[config.mk]
export PLATFORM = sky130hd
export DESIGN_NAME = ext_unit_pipe
export DESIGN_NICKNAME = d
export VERILOG_FILES = /design/src/rtl/ext_unit_pipe.sv
export SDC_FILE = /design/constraint.sdc
export NUM_CORES = 1
export LEC_CHECK = 0
export CORE_MARGIN = 2
export CORE_UTILIZATION = 55
export CTS_CLUSTER_SIZE = 40
export DETAILED_ROUTE_END_ITERATION = 6
export PLACE_DENSITY_LB_ADDON = 0.1
export SLEW_MARGIN = 20
export SYNTH_ARGS = -nofsm -noshare
export SYNTH_HDL_FRONTEND = slang
export SYNTH_SLANG_ARGS = --single-unit
export TNS_END_PERCENT = 5
[constraint.sdc]
create_clock -name clk -period 3.23 [get_ports clk]
set_input_delay 0.8075 -clock clk [delete_from_list [all_inputs] [get_ports clk]]
set_output_delay 0.8075 -clock clk [all_outputs]
set_load 0.03 [all_outputs]
[src/rtl/ext_unit_pipe.sv]
// ext_unit_pipe
//   Extends an IN_W-bit instruction field to OUT_W bits. The field is first
//   trimmed to an effective length L, then zero-extended, sign-extended or
//   placed in the high bits. The result is registered behind a valid/ready
//   stage with a one-entry skid buffer, so the unit runs at full throughput
//   while in_ready stays a plain flop.
//
// Ports
//   clk        rising-edge clock
//   reset      asynchronous, active-high reset
//   in_valid   source word valid
//   in_ready   unit can accept a word this cycle (registered)
//   in_data    source field [IN_W-1:0]
//   in_mode    00 zero-ext, 01 sign-ext, 10 high-place, 11 reserved
//   in_len     effective field length; 0 or >IN_W selects IN_W
//   out_valid  result valid
//   out_ready  consumer accepts result
//   out_data   extended result [OUT_W-1:0]
//   out_err    result came from the reserved mode
//   err_sticky set by any accepted reserved-mode word, cleared only by reset
module ext_unit_pipe #(
    parameter int IN_W  = 8,
    parameter int OUT_W = 16,
    parameter int LEN_W = 4
) (
    input  logic             clk,
    input  logic             reset,
    input  logic             in_valid,
    output logic             in_ready,
    input  logic [IN_W-1:0]  in_data,
    input  logic [1:0]       in_mode,
    input  logic [LEN_W-1:0] in_len,
    output logic             out_valid,
    input  logic             out_ready,
    output logic [OUT_W-1:0] out_data,
    output logic             out_err,
    output logic             err_sticky
);

    localparam int PAD_W = OUT_W - IN_W;

    // ---------------- combinational extension ----------------
    logic [LEN_W-1:0] w_len;
    logic [IN_W-1:0]  w_mask;
    logic [IN_W-1:0]  w_field;
    logic             w_sign;
    logic [OUT_W-1:0] w_sext;
    logic [OUT_W-1:0] w_ext_data;
    logic             w_ext_err;

    always_comb begin
        w_len = in_len;
        if (in_len == '0 || in_len > LEN_W'(IN_W))
            w_len = LEN_W'(IN_W);

        w_mask = '0;
        w_sign = 1'b0;
        for (int i = 0; i < IN_W; i++) begin
            w_mask[i] = (LEN_W'(i) < w_len);
            // Top bit of the effective field supplies the sign.
            if (LEN_W'(i) == w_len - LEN_W'(1))
                w_sign = in_data[i];
        end
        w_field = in_data & w_mask;

        // Bits of the source field above L are replaced by the sign as well.
        w_sext = {{PAD_W{w_sign}}, w_field};
        for (int i = 0; i < IN_W; i++) begin
            if (!w_mask[i])
                w_sext[i] = w_sign;
        end

        w_ext_err = 1'b0;
        case (in_mode)
            2'b00:   w_ext_data = {{PAD_W{1'b0}}, w_field};
            2'b01:   w_ext_data = w_sext;
            2'b10:   w_ext_data = {w_field, {PAD_W{1'b0}}};
            default: begin
                w_ext_data = '0;
                w_ext_err  = 1'b1;
            end
        endcase
    end

    // ---------------- output register + skid ----------------
    logic             r_out_valid;
    logic [OUT_W-1:0] r_out_data;
    logic             r_out_err;
    logic             r_skid_valid;
    logic [OUT_W-1:0] r_skid_data;
    logic             r_skid_err;
    logic             r_in_ready;
    logic             r_err_sticky;

    logic w_in_fire;
    logic w_out_free;

    assign w_in_fire  = in_valid & r_in_ready;
    // Output register can take a new word when empty or draining this cycle.
    assign w_out_free = ~r_out_valid | out_ready;

    always_ff @(posedge clk or posedge reset) begin
        if (reset) begin
            r_out_valid  <= 1'b0;
            r_out_data   <= '0;
            r_out_err    <= 1'b0;
            r_skid_valid <= 1'b0;
            r_skid_data  <= '0;
            r_skid_err   <= 1'b0;
            r_in_ready   <= 1'b1;
            r_err_sticky <= 1'b0;
        end else begin
            if (w_out_free) begin
                // in_ready is low whenever skid is full, so an input transfer
                // and a skid refill never coincide.
                if (r_skid_valid) begin
                    r_out_valid  <= 1'b1;
                    r_out_data   <= r_skid_data;
                    r_out_err    <= r_skid_err;
                    r_skid_valid <= 1'b0;
                    r_in_ready   <= 1'b1;
                end else if (w_in_fire) begin
                    r_out_valid <= 1'b1;
                    r_out_data  <= w_ext_data;
                    r_out_err   <= w_ext_err;
                end else begin
                    r_out_valid <= 1'b0;
                end
            end else if (w_in_fire) begin
                r_skid_valid <= 1'b1;
                r_skid_data  <= w_ext_data;
                r_skid_err   <= w_ext_err;
                r_in_ready   <= 1'b0;
            end

            if (w_in_fire && w_ext_err)
                r_err_sticky <= 1'b1;
        end
    end

    assign in_ready   = r_in_ready;
    assign out_valid  = r_out_valid;
    assign out_data   = r_out_data;
    assign out_err    = r_out_err;
    assign err_sticky = r_err_sticky;

endmodule

; Word-level counts from Yosys, hierarchy flattened
; Cells that the tools add are included.
; Widths: inputs -> output; s select.
[word_totals]
regBits = 38
input_bits = 18
output_inout_bits = 20
wordCells = 74
[op_classes]
add_sub_neg = 1
order_cmp = 9
n_eq_ne = 10
muxes = 30
n_bitwise = 5
n_reduce_logical = 11
[ops]
columns = op, count
row1 = $pmux 16 s3, 1
row2 = $mux 16, 2
row3 = $mux 1, 26
row4 = $eq 3x4->1 const A, 4
row5 = $lt 3x4->1 const A, 4
row6 = $and 8x8->8, 1
row7 = $eq 2x4->1 const A, 2
row8 = $logic_not 4->1, 2
row9 = $lt 1x4->1 const A, 2
row10 = $lt 2x4->1 const A, 2
row11 = $reduce_and 2->1, 3
row12 = $eq 1x4->1 const A, 1
row13 = $gt 4x4->1 const B, 1
row14 = $mux 4, 1
row15 = $reduce_bool 2->1, 2
row16 = $sub 4x1->4 const B, 1
row17 = $reduce_or 3->1, 1
row18 = $eq 2x1->1 const B, 1
row19 = $eq 2x2->1 const B, 1
row20 = $logic_not 2->1, 1
row21 = $ne 2x2->1 const B, 1
row22 = $not 1->1, 2
row23 = $and 1x1->1, 1
row24 = $logic_and 1x1->1, 1
row25 = 2 further kinds, 2

; Depth between registers and ports, before layout
[depth]
depth_word = 17
ltp_mapped = 6

; Worst setup path after synthesis
; No wires, ideal clock.
[synth_path]
kind = input to register
startpoint = in in_len[1]
endpoint = reg r_out_data[4], in the netlist out_data[4]
setup_time_ns = 0.126
arrival_ns = 1.932
required_time_ns = 3.104
setup_slack_ns = 1.172
cell_stages = 6
path_cell_list = buf_2 > o21ai_0 > or3b_4 > nand2_1 > o31ai_2 > a221o_1
[synth_between]
elab_chain_len = 17
[synth_rtl]
columns = element, line_no
row1 = start: declaration, 32  ; input logic [LEN_W-1:0] in_len,
row2 = $gt 4x4->1 or $logic_not 4->1 (tied branches), 53  ; if (in_len == '0 || in_len > LEN_W'(IN_W))
row3 = $logic_or 1x1->1, 53
row4 = $mux 4 *, 53
row5 = $sub 4x1->4, 61  ; if (LEN_W'(i) == w_len - LEN_W'(1))
row6 = $logic_not 4->1, 61
row7 = $mux 1 (8 in series), 61
row8 = $mux 1, 69  ; if (!w_mask[i])
row9 = $pmux 16 s3 *, 74  ; case (in_mode)
row10 = $mux 16 *, 122  ; end else if (w_in_fire) begin
row11 = $mux 16 *, 116  ; if (r_skid_valid) begin
row12 = end signal: assignment, 118  ; r_out_data <= r_skid_data;
row13 = end signal: assignment, 124  ; r_out_data <= w_ext_data;
row14 = end: declaration, 87  ; logic [OUT_W-1:0] r_out_data;
; Every way passes the cells marked *; elsewhere a longest branch is shown, timed or not. The select of a mux whose other input is x is not followed.
; A chain may end at the register's enable or synchronous reset.

; Worst setup path in the final report
[layout_path]
startpoint = in in_len[0]
endpoint = reg r_out_data[12], in the netlist out_data[12]
[layout_between]
elab_chain_len = 16
[layout_rtl]
columns = element, line_no
row1 = $gt 4x4->1 or $logic_not 4->1 (tied branches), 53
row2 = $logic_or 1x1->1, 53
row3 = $mux 4 *, 53
row4 = $sub 4x1->4, 61
row5 = $logic_not 4->1, 61
row6 = $mux 1 (8 in series), 61
row7 = $pmux 16 s3 *, 74
row8 = $mux 16 *, 122
row9 = $mux 16 *, 116
; Marks and branches as above.

==> reports/qor.txt <==
Run status = finished clean
Diodes inserted = 0
Worst VDD drop = 0.272 mV
Netlist cell types = 45
Worst hold stages = 1
DR WL/cell = 16.6 µm
Minimum clock period = 2460 ps
Power per cell area = 345 nW/µm²
Synth Net Count = 225
Met3 usage = 0.0446
Syn Area/Cell = 9.45 µm²
H-tree Lvls = 2
Power Total = 834 µW
Core Rows = 21
WHS Endpoint = err_sticky
Combinational share of power = 0.109
Worst-Margin Slew = 1010 ps
Sw power = 216 µW
DRT Wirelength = 4.82 mm
Critical path class = primary input to flop
Slew margin rel. = 0.327
DIE AREA = 4050 µm²
CP top delay family = simple AND/OR/NAND/NOR gates
Cell count of the worst reg-to-reg path = 4
Clk pin slew, worst setup/hold paths = 120 ps
Clock power share = 0.321
Final ANT Viol Nets = 0
Chip width = 63.6 µm
Layout cells sized above 1 = 0.107
Mapped Area = 1960 µm²
Int Power = 617 µW
Final setup vio count = 0
FF-to-FF setup slack = 1290 ps
Fmax = 406 MHz
Period Utilization, post-route = 0.763
Worst path slowest cell = clkdlybuf4s50_1
RSZ-0062 raised after global routing = false
Worst reg2reg endpoint = out_data[6]
WP depth = 6
Setup tns final = 0 ps
GRT Util Overall = 0.262
Slew Viols, Final = 0
Reg-to-Reg Start = r_skid_valid
CTS sink count = 38
HP Class = flop to flop
Most used DFF post-synth = dfrtp_1
Crit path largest cell delay = 700 ps
FF+latch count, synth = 38
Post-CTS Hold Buffers = 0
Crit end category = flop
Total CTS buffers = 5
DRC = 0
Net Sw Frac = 0.259
Post-detail-place hpwl = 3.58 mm
CTS tree = built
Synthesized instance count = 207
GRT met2 Usage = 0.429
Sequential power share = 0.570
I/O pin cnt = 38
Fin nets = 261
Max-cap violations = 0
Remaining Overflow, GRT = 0
Core footprint = 3360 µm²
Die H = 63.6 µm
Number of buffers and inverters on the critical path = 1
Max Fanout on Critical Path = 13
Ys async rst share = 1.00
Syn-to-layout area delta = 23.7%
Clock latency on the worst-skew pair = 350 ps
PostCTS Resize Cnt = 0
Routed vias = 1,751
Met1 Resource Use GR = 0.352
Drt pass-1 iters = 4
Register area share after synthesis = 0.487
CP required = 3460 ps
Final Hold Vio Count = 0
Largest net degree at the start of global routing = 39
Via-per-instance ratio = 6.04
Initial Util = 0.581
Clock root cell = clkbuf_4
Yosys warning count = 0
IO Port Bufs = 37
Leak pwr = 1.03 nW
Most frequent cells in the layout = dfrtp_1 (37), clkdlybuf4s50_1 (37), nor2_1 (21)
Post-CTS Setup Bufs = 0
Initial antenna violation count = 0
Post-synth EDFFs = 0
GP Congestion = 0.914
GR peak layer = met2
CP Data Arrival Time = 2690 ps
Vias in the first global route = 1,724
Crit start category = primary input
Clock Skew = 5.68 ps
First-pass GRT wire length = 8.21 mm
Critical-path cell list = clkdlybuf4s50_1 > nor3b_1 > o21ba_2 > a211oi_2 > nor3_2 > a21oi_1
Drt initial violations = 103
CTS Buffer Depth = 2
Hold Startpoint = err_sticky
==> logic make-up (layout without fill, tap and decap cells) <==
family | count (synthesis) | in the layout | share of synthesized area
buffers and inverters | 12 | 49 | 0.0281
DFF | 38 | 38 | 0.487
and+or+nand+nor | 87 | 87 | 0.241
AOI/OAI and AO/OA | 69 | 69 | 0.239
muxes | 1 | 1 | 0.00512
==> registers in the layout (all words and copies together) (netlist names) <==
register / flops
err_sticky: 1
in_ready: 1
out_data: 16
out_err: 1
out_valid: 1
r_skid_data: 16
r_skid_err: 1
r_skid_valid: 1
==> layer usage <==
layer,part of all wire,vias to the layer above
li1,-,825
met1,0.42,838
met2,0.49,77
met3,0.058,11
met4,0.025,0
met5,0,-
==> final cells by class <==
cell class | count | area [µm²]
Fill cell | 286 | 945
Sequential cell | 38 | 952
Tap cell | 46 | 57.6
Inverter | 1 | 3.75
Timing Repair Buffer | 40 | 393
Clock buffer | 6 | 51.3
Clock inverter | 2 | 12.5
Multi-Input combinational cell | 157 | 948
==> power groups by stage <==
stage	clock network (mW)	registers, mW	logic, mW
2_1_floorplan	0	0.485	0.0509
3_3_place_gp	0	0.485	0.0873
3_5_place_dp	0	0.485	0.0902
4_1_cts	0.267	0.476	0.0906
5_1_grt	0.291	0.476	0.100
6_report	0.267	0.476	0.0906
==> how the worst max path moves through the flow <==
| stage | end | start | slack (ps) |
|---|---|---|---|
| after floorplan | out_data[4] | in_len[1] | 1170 |
| after global placement | out_data[2] | in_len[0] | 510 |
| after detailed placement | out_data[12] | in_len[0] | 440 |
| after CTS | out_data[12] | in_len[0] | 800 |
| after global routing | out_data[12] | in_len[0] | 630 |
| final | out_data[12] | in_len[0] | 770 |
==> synthesized netlist by cell type (5+ instances only) <==
master    number  area [µm²]
dfrtp_1       37         926
a31oi_1        9        56.3
nand3b_1       9        67.6
a21oi_1       16        80.1
o21ai_0       17        85.1
nand2b_1       6        37.5
a22o_1         5        43.8
nor2_1        21        78.8
nand2_1       19        71.3
nand3_1        8        40.0
and3_1         5        31.3
a221o_1        5        50.1
clkbuf_1       6        22.5
==> stage by stage <==
step | util | cell area (µm²) | setup slack (ps) | cells | hold slack, ps
5_1_grt | 0.719 | 2420 | 634 | 290 | 525
4_1_cts | 0.719 | 2420 | 803 | 290 | 493
2_1_floorplan | - | 1960 | 1170 | 207 | 449
6_report | 0.719 | 2420 | 766 | 290 | 486
3_5_place_dp | 0.700 | 2350 | 436 | 282 | 463
3_3_place_gp | 0.700 | 2350 | 506 | 282 | 461
(Power assumes the default switching activity.)
